[config.mk]
export PLATFORM = sky130hd
export DESIGN_NAME = uofdm_flip
export DESIGN_NICKNAME = d
export VERILOG_FILES = /design/src/rtl/uofdm_pkg.sv /design/src/rtl/uofdm_buf.sv /design/src/rtl/uofdm_flip.sv
export SDC_FILE = /design/constraint.sdc
export NUM_CORES = 2
export LEC_CHECK = 0
export ABC_CLOCK_PERIOD_IN_PS = 4100
export BUFFER_PORTS_ARGS = -buffer_cell sky130_fd_sc_hd__clkbuf_2
export CAP_MARGIN = 15
export CORE_MARGIN = 3
export CORE_UTILIZATION = 25
export DETAILED_ROUTE_END_ITERATION = 10
export GPL_ROUTABILITY_DRIVEN = 0
export GPL_TIMING_DRIVEN = 0
export PLACE_DENSITY_LB_ADDON = 0.1
export SLEW_MARGIN = 20
export SYNTH_ARGS = -nofsm -noshare
export SYNTH_HDL_FRONTEND = slang
export SYNTH_HIERARCHICAL = 1
export SYNTH_SLANG_ARGS = --single-unit
[constraint.sdc]
create_clock -name clk -period 4.1 [get_ports clk]
set_input_delay 0.205 -clock clk [delete_from_list [all_inputs] [get_ports clk]]
set_output_delay 0.205 -clock clk [all_outputs]
set_load 0.05 [all_outputs]
[src/rtl/uofdm_pkg.sv]
// uofdm_pkg: shared FSM state type, parameter defaults and subframe length helper for the U-OFDM flip block.
// Optional feature macro: UOFDM_CP_EN (cyclic prefix ahead of each subframe).
package uofdm_pkg;
  typedef enum logic [1:0] {IDLE, CAPTURE, POS_OUT, NEG_OUT} state_e;
  localparam int N_DEF = 128;
  localparam int DW_DEF = 16;
  localparam int CP_LEN_DEF = 16;
  function automatic int sub_len(input int n, input int cp);
`ifdef UOFDM_CP_EN
    return n + cp;
`else
    return n;
`endif
  endfunction
endpackage

[src/rtl/uofdm_buf.sv]
// uofdm_buf: simple dual-port N x DW frame RAM, registered 1-cycle read held while re_i is low.
// Ports: clk; write we_i/wa_i/wd_i; read re_i/ra_i -> rd_o one cycle later.
module uofdm_buf import uofdm_pkg::*; #(
  parameter int N = N_DEF,
  parameter int DW = DW_DEF,
  localparam int AW = $clog2(N)
) (
  input  logic          clk,
  input  logic          we_i,
  input  logic [AW-1:0] wa_i,
  input  logic [DW-1:0] wd_i,
  input  logic          re_i,
  input  logic [AW-1:0] ra_i,
  output logic [DW-1:0] rd_o
);
  logic [DW-1:0] mem_q [N];
  logic [DW-1:0] rd_q;
  always_ff @(posedge clk) begin
    if (we_i) mem_q[wa_i] <= wd_i;
    if (re_i) rd_q <= mem_q[ra_i];
  end
  assign rd_o = rd_q;
endmodule

[src/rtl/uofdm_flip.sv]
// uofdm_flip: captures a bipolar IFFT frame and replays it as positive then negated-negative unipolar subframes.
// Ports: clk, reset (async active-low); src_* frame input with src_ready; dac_* output stream with dac_ready
// backpressure; err_frame one-cycle pulse on a malformed frame.
// Optional feature macro: UOFDM_CP_EN prefixes each subframe with CP_LEN samples from addresses N-CP_LEN..N-1.
module uofdm_flip import uofdm_pkg::*; #(
  parameter int N = N_DEF,
  parameter int DW = DW_DEF,
  parameter int CP_LEN = CP_LEN_DEF
) (
  input  logic          clk,
  input  logic          reset,
  input  logic          src_valid,
  input  logic          src_sop,
  input  logic          src_eop,
  input  logic [DW-1:0] src_real,
  output logic          src_ready,
  output logic [DW-1:0] dac_data,
  output logic          dac_valid,
  output logic          dac_sop,
  output logic          dac_eop,
  output logic          dac_pol,
  input  logic          dac_ready,
  output logic          err_frame
);
  localparam int AW = $clog2(N);
  localparam int L = sub_len(N, CP_LEN);
  localparam int CW = $clog2(L);
  state_e state_q, state_d;
  logic [AW-1:0] wr_q, wr_d, wa, ra;
  logic [CW-1:0] idx_q, idx_d;
  logic v_q, v_d, sop_q, sop_d, eop_q, eop_d, pol_q, pol_d, done_q, done_d, err_q, err_d;
  logic acc, adv, last, we, re;
  logic [DW-1:0] rd, neg_raw;
  uofdm_buf #(.N(N), .DW(DW)) u_buf (
    .clk  (clk),
    .we_i (we),
    .wa_i (wa),
    .wd_i (src_real),
    .re_i (re),
    .ra_i (ra),
    .rd_o (rd)
  );
  // reset input gates src_ready so it reads 0 while held in reset and 1 right after release
  assign src_ready = reset && (state_q == IDLE || state_q == CAPTURE);
  assign acc = src_valid && src_ready;
  // output register may be refilled when empty or when its current sample is taken
  assign adv = !v_q || dac_ready;
  assign last = idx_q == CW'(L - 1);
`ifdef UOFDM_CP_EN
  assign ra = idx_q < CW'(CP_LEN) ? AW'(idx_q + CW'(N - CP_LEN)) : AW'(idx_q - CW'(CP_LEN));
`else
  assign ra = AW'(idx_q);
`endif
  always_comb begin
    state_d = state_q;
    wr_d = wr_q;
    idx_d = idx_q;
    v_d = v_q;
    sop_d = sop_q;
    eop_d = eop_q;
    pol_d = pol_q;
    done_d = done_q;
    err_d = 1'b0;
    we = 1'b0;
    re = 1'b0;
    wa = src_sop ? '0 : wr_q;
    if (acc && (src_sop || state_q == CAPTURE)) begin
      we = 1'b1;
      wr_d = wa + 1'b1;
      idx_d = '0;
      state_d = src_eop && wa == AW'(N - 1) ? POS_OUT : src_eop || wa == AW'(N - 1) ? IDLE : CAPTURE;
      err_d = (src_eop || wa == AW'(N - 1)) && !(src_eop && wa == AW'(N - 1));
    end
    if ((state_q == POS_OUT || state_q == NEG_OUT) && adv) begin
      v_d = !done_q;
      sop_d = !done_q && idx_q == '0;
      eop_d = !done_q && last;
      re = !done_q;
      if (!done_q) begin
        pol_d = state_q == NEG_OUT;
        idx_d = last ? '0 : idx_q + 1'b1;
        state_d = last && state_q == POS_OUT ? NEG_OUT : state_q;
        done_d = last && state_q == NEG_OUT;
      end
    end
    if (state_q == NEG_OUT && done_q && v_q && eop_q && dac_ready) begin
      state_d = IDLE;
      done_d = 1'b0;
    end
  end
  always_ff @(posedge clk or negedge reset) begin
    if (!reset) begin
      state_q <= IDLE;
      wr_q <= '0;
      idx_q <= '0;
      v_q <= 1'b0;
      sop_q <= 1'b0;
      eop_q <= 1'b0;
      pol_q <= 1'b0;
      done_q <= 1'b0;
      err_q <= 1'b0;
    end else begin
      state_q <= state_d;
      wr_q <= wr_d;
      idx_q <= idx_d;
      v_q <= v_d;
      sop_q <= sop_d;
      eop_q <= eop_d;
      pol_q <= pol_d;
      done_q <= done_d;
      err_q <= err_d;
    end
  end
  // negating the most negative code wraps back to itself; its set sign bit selects the saturated maximum
  assign neg_raw = -rd;
  assign dac_data = !v_q ? '0 : !pol_q ? (rd[DW-1] ? '0 : rd) :
                    !rd[DW-1] ? '0 : neg_raw[DW-1] ? {1'b0, {(DW-1){1'b1}}} : neg_raw;
  assign dac_valid = v_q;
  assign dac_sop = sop_q;
  assign dac_eop = eop_q;
  assign dac_pol = pol_q;
  assign err_frame = err_q;
endmodule

==> reports/results.tsv <==
stage	metric	value	unit
clock_tree	CTS root buf	clkbuf_16	
timing	fin. max-slew vios	0	
synth	syn_nets	3336	
synth	Post-synth top flop	edfxtp_1	
critical_path	critical path's top delay family	buffers and inverters	
synth	warnings from Yosys	6	
flow_run	max-cap violations	0	
critical_path	Critical path buffers and inverters	5	
synth	Seq/Total Area, Yosys	77.7	%
power_and_ir_drop	static leakage	28.7	nW
power_and_ir_drop	pwr dens	459	nW/um^2
synth	post-synth top area cell	edfxtp_1	
floorplan	die height	573	um
place	port bufs	42	
cells_and_area	Final #Nets	3787	
critical_path	critical path type	reg2reg	
critical_path	worst-path cell chain	o211ai_1 > or2_2 > clkinv_1 > clkbuf_1 > nor2b_1 > nand2_1 > clkbuf_4 > buf_12 > nor2_2 > buf_6	
drt	DRT Pass-1 Iters	5	
grt	All-Layer GR Usage	15.4	%
timing	f_max	0.249	GHz
cells_and_area	most frequent cells in the layout	2064 x edfxtp_1, 672 x mux4_2, 244 x clkbuf_16, 88 x nor2_4, 80 x clkbuf_1	
timing	final period utilization	98.1	%
synth	syn_area_per_cell	24.3	um^2
synth	synthesized flop and latch total	2086	
grt	initial antenna violation count	35	
floorplan	Top-Level Pins	44	
critical_path	CP endpoint kind	flop	
worst_hold_path	HP Class	in2reg	
synth	asr flop ratio synth	1.05	%
cells_and_area	share of layout cells above drive strength 1	37.1	%
grt	global route overflow	0	
critical_path	CP required	4.67	ns
timing	Max-slew headroom	23.2	%
grt	first-pass GRT wire length	351	mm
drt	Routed WL per cell	31.2	um
critical_path	crit path DAT	4.59	ns
drt	WL final	257	mm
place	HPWL after detailed placement	173	mm
critical_path	CP Depth	10	
clock_tree	worst skew pair latency	0.90	ns
critical_path	Worst setup startpoint	state_q[0]	
cells_and_area	FILL cells	30700	
cells_and_area	final core area utilization	30.5	%
floorplan	die width	573	um
timing	RSZ-0062 raised after global routing	true	
cells_and_area	multi-input logic area	17900	um^2
cells_and_area	area grow syn2layout	21.1	%
clock_tree	CTS clk-pin slew, worst paths	0.06	ns
timing	Setup-failing EPs final	0	
drt	vias	37600	
power_and_ir_drop	Max VDD drop	350	uV
synth	Cell variety after synth	54	
outcome	status	completed	
clock_tree	Num Clock Sinks	2086	
drt	antenna-violating nets left	0	
cells_and_area	sequential cell area	62500	um^2
drt	drt drc	0	
synth	cells after synthesis	3308	
floorplan	core area	319000	um^2
critical_path	Startpoint Class	flop	
floorplan	cell row count	207	
cells_and_area	most common cell after layout, fill and taps aside	edfxtp_1	
clock_tree	clk buf depth	4	
timing	fin worst setup slack	0.0797	ns
critical_path	reg2reg start	state_q[0]	
timing	final period demand of the worst path	4.02	ns
drt	DRT iter0 DRCs	3212	
worst_hold_path	Min-Delay Path Depth	5	
critical_path	CP peak stage delay	0.44	ns
timing	clk_skew	0.0646	ns
timing	final hold violations	0	
grt	largest net degree at the start of global routing	90	
critical_path	Max stage delay cell, worst path	nand2_1	
grt	vias in the first global route	38700	
clock_tree	Num CTS Buffers	241	
drt	vias per cell	4.57	
floorplan	die area	329000	um^2
clock_tree	CTS tree	built	
synth	mapped cell area	80500	um^2
timing	Worst-Margin Slew	1.15	ns
synth	EDFF count, synth	2064	
clock_tree	htree depth	4	
worst_hold_path	HP Start	src_valid	
synth	share of the synthesized area in the top cell type	77.0	%
synth	largest cells by area after synthesis	edfxtp_1 77%, mux4_2 19%, dfrtp_1 0.68%	
critical_path	worst-path maximum fanout	11	
floorplan	initial core utilization	25.2	%
critical_path	R2R cell count	10	
place	Post-Place Worst Slack	-0.871	ns
metal layers:
layer	up-vias	GRT usage, %	share of wire [%]
li1	15300	-	-
met1	21200	22.2	47
met2	828	24.0	46
met3	306	2.85	4.7
met4	0	3.79	2.5
met5	-	0	0
power breakdown:
group | internal (mW) | total [mW] | switching (mW)
sequential | 23.5 | 23.5 | 0.0137
combinational | 0.159 | 0.764 | 0.605
clock | 11.9 | 20.4 | 8.54
through the flow:
step	setup TNS, ns	area, um^2	std cells	hold WS, ns	total power [mW]
after floorplan	0	80500	3308	-0.0906	24.0
after detailed placement	-510.83	89200	7756	0.297	24.7
after global placement	-2968.07	86000	7634	0.300	24.6
after global routing	-6.13	97400	8228	0.136	46.3
final	0	97400	8238	0.129	44.7
after CTS	0	97300	8215	0.0351	45.4
repair_timing:
action	CTS	global route
hold buffers	23	0
resized for setup	106	7
setup buffers	13	8
pin swaps	7	4
endpoints found under the setup margin	327	163
hold endpoints to repair	805	0
sequential cells by signal, summed over array words and instances, names as in the netlist:
name	cells
dac_eop	1
dac_pol	1
dac_sop	1
dac_valid	1
done_q	1
err_frame	1
idx_q	7
state_q	2
u_buf/mem_q	2048
u_buf/rd_o	16
wr_q	7
worst min-delay path: cells and delay by family:
family / cells / cell delay, ns
AOI/OAI and AO/OA: 2 / 0.35
and+or+nand+nor: 2 / 0.28
buffers and inverters: 1 / 0.10
path summary, 6_finish.rpt:
check	to	slack (ns)
worst max-delay path	u_buf/mem_q[108][8]	0.08
worst min-delay path	wr_q[5]	0.13
worst max register to register	u_buf/mem_q[108][8]	0.08
worst min register to register	wr_q[0]	0.51
max in group asynchronous	wr_q[2]	3.42
min in group asynchronous	wr_q[0]	0.48
cells in the mapped netlist, types with 3 or more instances:
library cell	number
a221o_1	3
nor2b_1	15
mux4_2	672
nand3_1	16
mux2_2	18
inv_1	13
edfxtp_1	2064
nor3_1	16
a21oi_1	19
and3_1	3
clkbuf_1	87
mux2i_1	4
a31oi_1	3
nand2b_1	6
dfrtp_1	22
buf_6	3
nand2_1	36
o22ai_1	7
o21ai_0	11
a21o_1	4
o211ai_1	3
nor2_1	139
buf_1	28
ha_1	6
nor4_1	6
buf_2	54
a2bb2oi_1	3
nand4_1	10
or3_1	3
cell families (layout without fill, tap and decap cells):
logic type      after synthesis  count (layout)  synth area share [%]
flops                      2086            2086                  77.7
mux                         694             694                  19.1
simple gates                263             263                  1.50
buf+inv                     188             819                 0.998
compound gates               70              70                 0.577
fa+ha+maj                     6               6                0.0933
other cells                   1              16               0.00466
area by class of cell:
class                           instances  area share, %
Timing Repair Buffer                  208           3.18
Clock buffer                          295           6.49
Tap cell                             4284           5.50
Antenna cell                           15         0.0385
Inverter                               14         0.0539
Multi-Input combinational cell       1034           18.4
Sequential cell                      2086           64.2
Buffer                                174           1.06
Clock inverter                        128           1.09
(Power assumes the default switching activity.)
